File: src/rtl/uart_pkg.sv
// Shared definitions for the UART transmit path: FSM state type, line levels,
// default bit timing and an even-parity helper.
package uart_pkg;

    typedef enum logic [2:0] {
        IDLE   = 3'd0,
        START  = 3'd1,
        DATA   = 3'd2,
        PARITY = 3'd3,
        STOP   = 3'd4
    } uart_tx_state_t;

    localparam logic UART_IDLE_LEVEL  = 1'b1;
    localparam logic UART_START_LEVEL = 1'b0;
    localparam logic UART_STOP_LEVEL  = 1'b1;

    // Matches the receiver's per-bit timer.
    localparam int UART_DEFAULT_CLKS_PER_BIT = 10;

    // XOR of the low nbits of data; upper bits are ignored so 5..8 bit frames share it.
    function automatic logic even_parity(input logic [7:0] data, input int nbits);
        logic p;
        p = 1'b0;
        for (int i = 0; i < 8; i++) begin
            if (i < nbits) p = p ^ data[i];
        end
        return p;
    endfunction

endpackage

File: src/rtl/uart_tx_timer.sv
// Baud and bit counters for uart_tx: bit_strobe marks the last cycle of each serial bit,
// pre_strobe the cycle before it, bits_done the strobe that ends the final data bit.
module uart_tx_timer
    import uart_pkg::*;
#(
    parameter int CLKS_PER_BIT = UART_DEFAULT_CLKS_PER_BIT,
    parameter int DATA_BITS    = 8
) (
    input  logic clk,
    input  logic rst,
    input  logic enable,
    input  logic clear,
    input  logic count_bits,
    output logic bit_strobe,
    output logic pre_strobe,
    output logic bits_done
);

    localparam int CNT_W = (CLKS_PER_BIT > 1) ? $clog2(CLKS_PER_BIT) : 1;
    localparam int BIT_W = $clog2(DATA_BITS + 1);
    localparam logic [CNT_W-1:0] CNT_LAST = CNT_W'(CLKS_PER_BIT - 1);
    localparam logic [CNT_W-1:0] CNT_PRE  = CNT_W'(CLKS_PER_BIT - 2);
    localparam logic [BIT_W-1:0] BIT_LAST = BIT_W'(DATA_BITS - 1);

    logic [CNT_W-1:0] baud_cnt;
    logic [BIT_W-1:0] bit_cnt;

    assign bit_strobe = enable && (baud_cnt == CNT_LAST);
    assign pre_strobe = enable && (baud_cnt == CNT_PRE);
    assign bits_done  = bit_strobe && count_bits && (bit_cnt == BIT_LAST);

    always_ff @(posedge clk) begin
        if (rst || clear) begin
            baud_cnt <= '0;
            bit_cnt  <= '0;
        end else if (enable) begin
            if (baud_cnt == CNT_LAST) begin
                baud_cnt <= '0;
            end else begin
                baud_cnt <= baud_cnt + CNT_W'(1);
            end
            // Bit counter only advances on data-bit strobes and wraps once the byte is out.
            if (bit_strobe && count_bits) begin
                if (bits_done) begin
                    bit_cnt <= '0;
                end else begin
                    bit_cnt <= bit_cnt + BIT_W'(1);
                end
            end
        end
    end

endmodule

File: src/rtl/uart_tx.sv
// UART transmitter: start, DATA_BITS data bits LSB-first, optional even parity
// (UART_TX_PARITY_EN), stop. All outputs are registered.
module uart_tx
    import uart_pkg::*;
#(
    parameter int CLKS_PER_BIT = UART_DEFAULT_CLKS_PER_BIT,
    parameter int DATA_BITS    = 8
) (
    input  logic                 clk,
    input  logic                 rst,
    input  logic                 tx_valid,
    input  logic [DATA_BITS-1:0] tx_data,
    output logic                 tx_ready,
    output logic                 serial_out,
    output logic                 tx_busy,
    output logic                 tx_done
);

    // Handshake: a byte transfers on a rising edge where tx_valid && tx_ready; tx_valid
    // and tx_data are don't-care while tx_ready is low, and tx_ready only rises in IDLE.

    uart_tx_state_t       state;
    logic [DATA_BITS-1:0] shift_reg;
    logic                 handshake;
    logic                 bit_strobe;
    logic                 pre_strobe;
    logic                 bits_done;
`ifdef UART_TX_PARITY_EN
    logic                 parity_bit;
`endif

    assign handshake = tx_valid && tx_ready;

    uart_tx_timer #(
        .CLKS_PER_BIT (CLKS_PER_BIT),
        .DATA_BITS    (DATA_BITS)
    ) u_timer (
        .clk        (clk),
        .rst        (rst),
        .enable     (state != IDLE),
        .clear      (handshake),
        .count_bits (state == DATA),
        .bit_strobe (bit_strobe),
        .pre_strobe (pre_strobe),
        .bits_done  (bits_done)
    );

    always_ff @(posedge clk) begin
        if (rst) begin
            state      <= IDLE;
            serial_out <= UART_IDLE_LEVEL;
            tx_ready   <= 1'b1;
            tx_busy    <= 1'b0;
            tx_done    <= 1'b0;
            shift_reg  <= '0;
`ifdef UART_TX_PARITY_EN
            parity_bit <= 1'b0;
`endif
        end else begin
            tx_done <= 1'b0;
            case (state)
                IDLE: begin
                    serial_out <= UART_IDLE_LEVEL;
                    if (handshake) begin
                        shift_reg  <= tx_data;
`ifdef UART_TX_PARITY_EN
                        parity_bit <= even_parity(8'(tx_data), DATA_BITS);
`endif
                        state      <= START;
                        serial_out <= UART_START_LEVEL;
                        tx_ready   <= 1'b0;
                        tx_busy    <= 1'b1;
                    end
                end
                START: begin
                    if (bit_strobe) begin
                        state      <= DATA;
                        serial_out <= shift_reg[0];
                    end
                end
                DATA: begin
                    if (bit_strobe) begin
                        shift_reg <= shift_reg >> 1;
                        if (bits_done) begin
`ifdef UART_TX_PARITY_EN
                            state      <= PARITY;
                            serial_out <= parity_bit;
`else
                            state      <= STOP;
                            serial_out <= UART_STOP_LEVEL;
`endif
                        end else begin
                            // Next bit is already sitting one place up in the shifter.
                            serial_out <= shift_reg[1];
                        end
                    end
                end
`ifdef UART_TX_PARITY_EN
                PARITY: begin
                    if (bit_strobe) begin
                        state      <= STOP;
                        serial_out <= UART_STOP_LEVEL;
                    end
                end
`endif
                STOP: begin
                    // Registered tx_done must be raised one cycle early to land on the strobe cycle.
                    if (pre_strobe) begin
                        tx_done <= 1'b1;
                    end
                    if (bit_strobe) begin
                        state      <= IDLE;
                        serial_out <= UART_IDLE_LEVEL;
                        tx_ready   <= 1'b1;
                        tx_busy    <= 1'b0;
                    end
                end
                default: begin
                    state      <= IDLE;
                    serial_out <= UART_IDLE_LEVEL;
                    tx_ready   <= 1'b1;
                    tx_busy    <= 1'b0;
                end
            endcase
        end
    end

endmodule

File: config.mk
export PLATFORM = sky130hd
export DESIGN_NAME = uart_tx
export DESIGN_NICKNAME = d
export VERILOG_FILES = /design/src/rtl/uart_pkg.sv /design/src/rtl/uart_tx_timer.sv /design/src/rtl/uart_tx.sv
export SDC_FILE = /design/constraint.sdc
export NUM_CORES = 1
export LEC_CHECK = 0
export ABC_CLOCK_PERIOD_IN_PS = 2800
export CORE_ASPECT_RATIO = 0.6
export CORE_MARGIN = 2
export CORE_UTILIZATION = 44
export CTS_BUF_LIST = sky130_fd_sc_hd__clkbuf_8
export DETAILED_ROUTE_END_ITERATION = 8
export PLACE_DENSITY_LB_ADDON = 0.2
export SLEW_MARGIN = 20
export SYNTH_ARGS = -nofsm -noshare
export SYNTH_HDL_FRONTEND = slang
export SYNTH_SLANG_ARGS = --single-unit
File: constraint.sdc
create_clock -name clk -period 2.8 [get_ports clk]
set_clock_uncertainty 0.15 [all_clocks]
set_input_delay 0.42 -clock clk [delete_from_list [all_inputs] [get_ports clk]]
set_output_delay 0.42 -clock clk [all_outputs]
set_load 0.01 [all_outputs]
==> results of run 1 <==
## layout make-up
class / instances / share of cell area, %
Multi-Input combinational cell: 98 / 49.69
Sequential cell: 23 / 32.20
Timing Repair Buffer: 17 / 11.37
Clock buffer: 3 / 2.887
Tap cell: 32 / 2.800
Inverter: 3 / 0.7874
Clock inverter: 1 / 0.2625
## worst max-delay path, cell delays in order, from the launching register on
cell	delay (ps)
dfxtp_1	510
or3b_1	480
nor4_1	640
o31a_1	190
nor3_1	50
## metal layers
metal | up-vias | global-route usage [%]
met5 | - | 0
met4 | 0 | 4.074
met3 | 2 | 5.357
met2 | 28 | 26.61
met1 | 475 | 26.54
li1 | 519 | -
## cells in the final DEF, fill, tap and decap left out, types with 2 or more instances in the layout
cell             count
a211oi_2             7
a21oi_1             15
and3b_1              2
buf_4                3
clkbuf_8             3
clkdlybuf4s50_1     14
dfxtp_1             23
inv_1                4
mux2i_1              9
nand2_1              8
nand3_1              3
nand4_1              2
nor2_1               9
nor2b_1              2
nor3_1               5
o21ai_0              6
o31a_1               2
xor2_1               3
## logic make-up (layout without fill, tap and decap cells)
| logic type | Yosys count | after routing |
|---|---|---|
| compound gates | 40 | 40 |
| xor+xnor | 3 | 3 |
| fa+ha+maj | 1 | 1 |
| buf+inv | 11 | 24 |
| flops | 23 | 23 |
| mux | 9 | 9 |
| simple gates | 45 | 45 |
## where the power goes
part / leakage [nW] / switching [mW] / total, mW / internal [mW]
Combinational: 0.307 / 0.0664 / 0.132 / 0.0655
Clock: 0.0269 / 0.104 / 0.201 / 0.0978
Sequential: 0.188 / 0.0170 / 0.365 / 0.348
## worst max-delay path by stage
stage,slack [ps],startpoint,to,cells after the start
after floorplan,1160,state[2],state[1],4
after global placement,710,state[2],state[1],4
after detailed placement,700,tx_valid,shift_reg[2],5
after CTS,660,state[2],state[1],4
after global routing,570,state[2],state[1],4
final,640,state[2],state[1],4
## stage by stage
step / setup slack (ps) / std cells / total power, mW
floorplan: 1159 / 132 / 0.4580
global placement: 711.1 / 173 / 0.5016
detailed placement: 695.1 / 173 / 0.5037
CTS: 664.7 / 177 / 0.7062
global route: 574.6 / 177 / 0.7385
finish: 635.4 / 177 / 0.6984
==> impl_metrics.py, run 1 <==
metrics = {
    "run_status": {
        "status": "complete, no violations",
    },
    "die": {
        "dieHeight_um": 45.08,
        "core.rowCount": 14,
        "placeableCoreArea_um2": 2592,
        "fp.dieW_um": 72.47,
        "ioPinCount": 15,
        "design.die.area_um2": 3267,
        "start_util_pct": 47.73,
    },
    "grt": {
        "grt_pass1_vias": 975,
        "grt_first_pass_wirelength_um": 4547,
        "largest_net_degree_at_the_start_of_global_routing": 21,
        "grt_antenna_before_repair": 0,
        "global_route.usage.total_pct": 18.18,
        "overflow": 0,
    },
    "yosys": {
        "post_synth_xor_area_fraction_pct": 2.123,
        "post_synth_and_or_nand_nor_area_fraction_pct": 22.55,
        "yosys-mux-area-fraction_pct": 7.280,
        "yosys_warnings": 0,
        "sequential_cell_area_fraction_in_the_yosys_report_pct": 37.21,
        "main_flop_type_after_synthesis": "dfxtp_1",
        "count_of_distinct_cell_types_in_the_synthesized_netlist": 43,
        "synth_compound_area_share_pct": 24.47,
        "post-synth-top-count-cell": "dfxtp_1",
        "post_synth_inst_count": 132,
        "synth.top_cells.by_area": "dfxtp_1 (37%), mux2i_1 (7.3%), a211oi_2 (7.1%)",
        "netlist.top_cell.by_area": "dfxtp_1",
        "syn-mean-instance-area_um2": 9.375,
        "synth_top_cell_area_share_pct": 37.21,
        "synth_top_family_by_area": "compound AO/OA/AOI/OAI gates",
        "synth_common_cells": "dfxtp_1 (23), a21oi_1 (15), mux2i_1 (9), nor2_1 (9), nand2_1 (8)",
        "synth_fp_nets": 144,
        "yosys_register_bits": 23,
        "number_of_enable_flip_flop_cells_after_synthesis": 0,
        "share_of_async_settable_or_async_resettable_flops_after_synthesis_pct": 0,
        "synth-adder-area-share_pct": 1.011,
        "mappedNetlistArea_um2": 1237,
    },
    "routing": {
        "antenna_violating_nets_post_route": 0,
        "post_drt_wl_per_cell_um": 14.36,
        "wl_met2_um": 992,
        "highest_layer": "met4",
        "drt_pass1_iterations": 5,
        "drcViolationCount": 0,
        "postRouteWirelength_um": 2542,
        "routedLengthMet1_um": 1402,
        "vias_per_cell": 5.785,
        "initial_drc_count": 135,
        "vias": 1024,
        "route.met3.wl_um": 129,
    },
    "finish": {
        "largest_register_ffs": 8,
        "post-route-cell-area_um2": 1430,
        "layout.core_utilization_pct": 55.16,
        "synthToLayoutAreaGrowth_pct": 15.57,
        "num_antenna_cells": 0,
        "share_of_final_layout_standard_cells_stronger_than_drive_strength_1_pct": 11.72,
        "final.fill_count": 251,
        "total_nets_final": 158,
        "multiInputGateArea_um2": 710.7,
        "ff_latch_area_um2": 460.4,
    },
    "critical_path": {
        "crit-reg2reg-launch": "state[2]",
        "critPathKind": "flop to flop",
        "critical_path.startpoint_type": "flop",
        "reg2reg_setup_slack_ps": 640,
        "crit_required_ps": 2770,
        "critPathCaptureType": "flop",
        "timing.critical_path.arrival_ps": 2130,
        "worst-r2r-cell-count": 4,
        "critical_path_peak_fanout": 13,
        "worstReg2RegEnd": "state[1]",
    },
    "run": {
        "number_of_max_capacitance_violations_reported": 0,
    },
    "placement": {
        "port_buffers": 14,
        "placedInstanceArea_um2": 1385,
        "routabilityCongestion": 0.8064,
        "post-dp-hpwl_um": 1835,
    },
    "hold_path": {
        "hold_path_end": "shift_reg[7]",
        "worst_hold_path_type": "flop to flop",
        "worst_hold_path.num_cells": 2,
        "min-delay-start": "shift_reg[7]",
    },
    "sta": {
        "fmax_mhz": 462.0,
        "fin_setup_tns_ps": 0,
        "setup_viol": 0,
        "final_min_period_over_clock_period_pct": 77.31,
        "hold_slack_ps": 340.0,
        "timing_hold_violations_final": 0,
        "maxSlewViolCount": 0,
        "max_transition_margin_pct": 49.67,
        "setup_repair_after_global_routing_missed_its_margin": "false",
        "worst-slew-pin-transition_ps": 748.1,
        "final_period_minus_worst_setup_slack_ps": 2165,
    },
    "clock_network": {
        "cts_inserted_buffers": 3,
        "cts.htree.levels": 1,
        "cts.clk_slew.worst_paths_ps": 80,
        "post_cts_resize_count": 0,
        "insertion_delay_ps": 260,
        "root_buffer": "clkbuf_8",
        "post_cts_hold_buffer_count": 0,
        "tritoncts_num_sinks": 23,
        "cts.path.max_buffers": 2,
        "cts_setup_buffers": 0,
        "tritoncts": "done",
    },
    "pwr": {
        "p_per_area_nw_per_um2": 488.4,
        "p_leak_nw": 0.5222,
        "ir_worst_vdd_uv": 368.8,
    },
}
Note: power is estimated with default switching activity, not from simulation.
==> inputs of run 2 (changes only) <==
--- a/config.mk
+++ b/config.mk
@@ -5,7 +5,7 @@
 export SDC_FILE = /design/constraint.sdc
 export NUM_CORES = 1
 export LEC_CHECK = 0
-export ABC_CLOCK_PERIOD_IN_PS = 2800
+export ABC_CLOCK_PERIOD_IN_PS = 2200
 export CORE_ASPECT_RATIO = 0.6
 export CORE_MARGIN = 2
 export CORE_UTILIZATION = 44
==> constraint.sdc (replaced) <==
create_clock -name clk -period 2.2 [get_ports clk]
set_clock_uncertainty 0.15 [all_clocks]
set_input_delay 0.33 -clock clk [delete_from_list [all_inputs] [get_ports clk]]
set_output_delay 0.33 -clock clk [all_outputs]
set_load 0.01 [all_outputs]
==> run 2 against run 1 <==
Clock-buffer cell count stayed put; die area stayed put; routed wire length is 2.4% higher; worst hold slack worse by 4.3 ps; first-iteration DRC count is 35% lower; flip-flop and latch count stayed put.
==> impl_metrics.py, run 2 (synthesis results as in run 1) <==
metrics = {
    "run_status": {
        "status": "complete, no violations",
    },
    "routing": {
        "antenna_violating_nets_post_route": 0,
        "post_drt_wl_per_cell_um": 14.47,
        "initial_drc_count": 88,
        "routedLengthMet1_um": 1443,
        "vias": 1032,
        "vias_per_cell": 5.733,
        "postRouteWirelength_um": 2604,
        "drcViolationCount": 0,
        "route.met3.wl_um": 118,
        "highest_layer": "met4",
        "wl_met2_um": 1033,
        "drt_pass1_iterations": 4,
    },
    "critical_path": {
        "worst-r2r-cell-count": 4,
        "timing.critical_path.arrival_ps": 1920,
        "critical_path_peak_fanout": 9,
        "crit-reg2reg-launch": "u_timer.baud_cnt[0]",
        "reg2reg_setup_slack_ps": 260,
        "crit_required_ps": 2180,
        "worstReg2RegEnd": "shift_reg[1]",
        "critPathCaptureType": "flop",
        "critPathKind": "flop to flop",
        "critical_path.startpoint_type": "flop",
    },
    "hold_path": {
        "worst_hold_path.num_cells": 2,
        "hold_path_end": "shift_reg[7]",
        "min-delay-start": "shift_reg[7]",
        "worst_hold_path_type": "flop to flop",
    },
    "placement": {
        "post-dp-hpwl_um": 1952,
        "port_buffers": 14,
        "placedInstanceArea_um2": 1420,
        "place_inst": 176,
        "pre_cts_slack_ps": 203.5,
        "routabilityCongestion": 0.8371,
    },
    "clock_network": {
        "cts.path.max_buffers": 2,
        "post_cts_resize_count": 0,
        "cts_setup_buffers": 0,
        "tritoncts": "done",
        "post_cts_hold_buffer_count": 0,
        "insertion_delay_ps": 270,
        "cts.clk_slew.worst_paths_ps": 90,
        "tritoncts_num_sinks": 23,
        "cts_inserted_buffers": 3,
        "cts.htree.levels": 1,
        "root_buffer": "clkbuf_8",
    },
    "die": {
        "fp.dieW_um": 72.47,
        "dieHeight_um": 45.08,
        "ioPinCount": 15,
        "start_util_pct": 47.73,
        "design.die.area_um2": 3267,
        "core.rowCount": 14,
        "placeableCoreArea_um2": 2592,
    },
    "grt": {
        "grt_first_pass_wirelength_um": 4347,
        "grt_pass1_vias": 932,
        "largest_net_degree_at_the_start_of_global_routing": 19,
        "global_route.usage.total_pct": 17.74,
        "overflow": 0,
        "grt_antenna_before_repair": 0,
    },
    "sta": {
        "hold_slack_ps": 335.7,
        "fin_setup_tns_ps": 0,
        "setup_repair_after_global_routing_missed_its_margin": "false",
        "maxSlewViolCount": 0,
        "timing_hold_violations_final": 0,
        "final_min_period_over_clock_period_pct": 88.14,
        "postLayoutSetupSlackWorst_ps": 261.0,
        "final_period_minus_worst_setup_slack_ps": 1939,
        "worst-slew-pin-transition_ps": 460.5,
        "max_transition_margin_pct": 69.04,
        "setup_viol": 0,
        "fmax_mhz": 515.7,
    },
    "finish": {
        "share_of_final_layout_standard_cells_stronger_than_drive_strength_1_pct": 14.19,
        "total_nets_final": 161,
        "layout.cells.non_filler": 180,
        "final.fill_count": 229,
        "most-common-layout-cells": "dfxtp_1 (23), a21oi_1 (15), clkdlybuf4s50_1 (14), mux2i_1 (9), nor2_1 (9)",
        "layout.cells.most_common": "dfxtp_1",
        "synthToLayoutAreaGrowth_pct": 18.50,
        "num_antenna_cells": 0,
        "layout.core_utilization_pct": 56.56,
        "largest_register_ffs": 8,
        "post-route-cell-area_um2": 1466,
    },
    "run": {
        "number_of_max_capacitance_violations_reported": 0,
    },
    "pwr": {
        "cell_internal_pwr_uw": 652.8,
        "p_per_area_nw_per_um2": 613.2,
        "seq_power_share_pct": 52.1,
        "sw_frac_of_total_pct": 27.41,
        "total_power_uw": 899.2,
        "combPwrFrac_pct": 18.4,
        "ir_worst_vdd_uv": 347.5,
        "p_leak_nw": 0.5399,
        "power.clock.fraction_pct": 29.5,
        "switchingPower_uw": 246.4,
    },
}
run 2: cell count changes in the layout (fill, tap and decap cells not counted):
cell      change
buf_4         +2
inv_1         -1
clkinv_2      +1
buf_12        +1
run 2: worst max path at each step:
stage,from,endpoint,slack [ps]
finish,u_timer.baud_cnt[0],shift_reg[1],260
global route,u_timer.baud_cnt[1],shift_reg[1],140
CTS,u_timer.baud_cnt[2],shift_reg[1],290
detailed placement,tx_valid,shift_reg[1],200
global placement,tx_valid,shift_reg[6],230
floorplan,state[2],state[1],560
run 2: cell type report:
type	count	area, µm²	share of cell area, %
Sequential cell	23	460.4	31.40
Inverter	3	11.26	0.7679
Clock buffer	3	41.29	2.816
Multi-Input combinational cell	98	710.7	48.46
Timing Repair Buffer	20	197.7	13.48
Tap cell	32	40.04	2.730
Clock inverter	1	5.005	0.3413
run 2: power groups by stage:
stage | Clock, mW | Sequential (mW) | Combinational, mW
2_1_floorplan | 0 | 0.476 | 0.106
3_3_place_gp | 0 | 0.476 | 0.161
3_5_place_dp | 0 | 0.478 | 0.165
4_1_cts | 0.276 | 0.468 | 0.165
5_1_grt | 0.298 | 0.472 | 0.182
6_report | 0.265 | 0.468 | 0.166
run 2: critical path, stage by stage, from the launching register on:
cell      delay [ps]
dfxtp_1          430
and4bb_1         500
a21o_4           230
and2_1           380
a211oi_2         120
run 2: layer usage:
metal	vias to the layer above	GRT usage, %
li1	525	-
met1	481	27.41
met2	24	23.67
met3	2	5.580
met4	0	4.074
met5	-	0
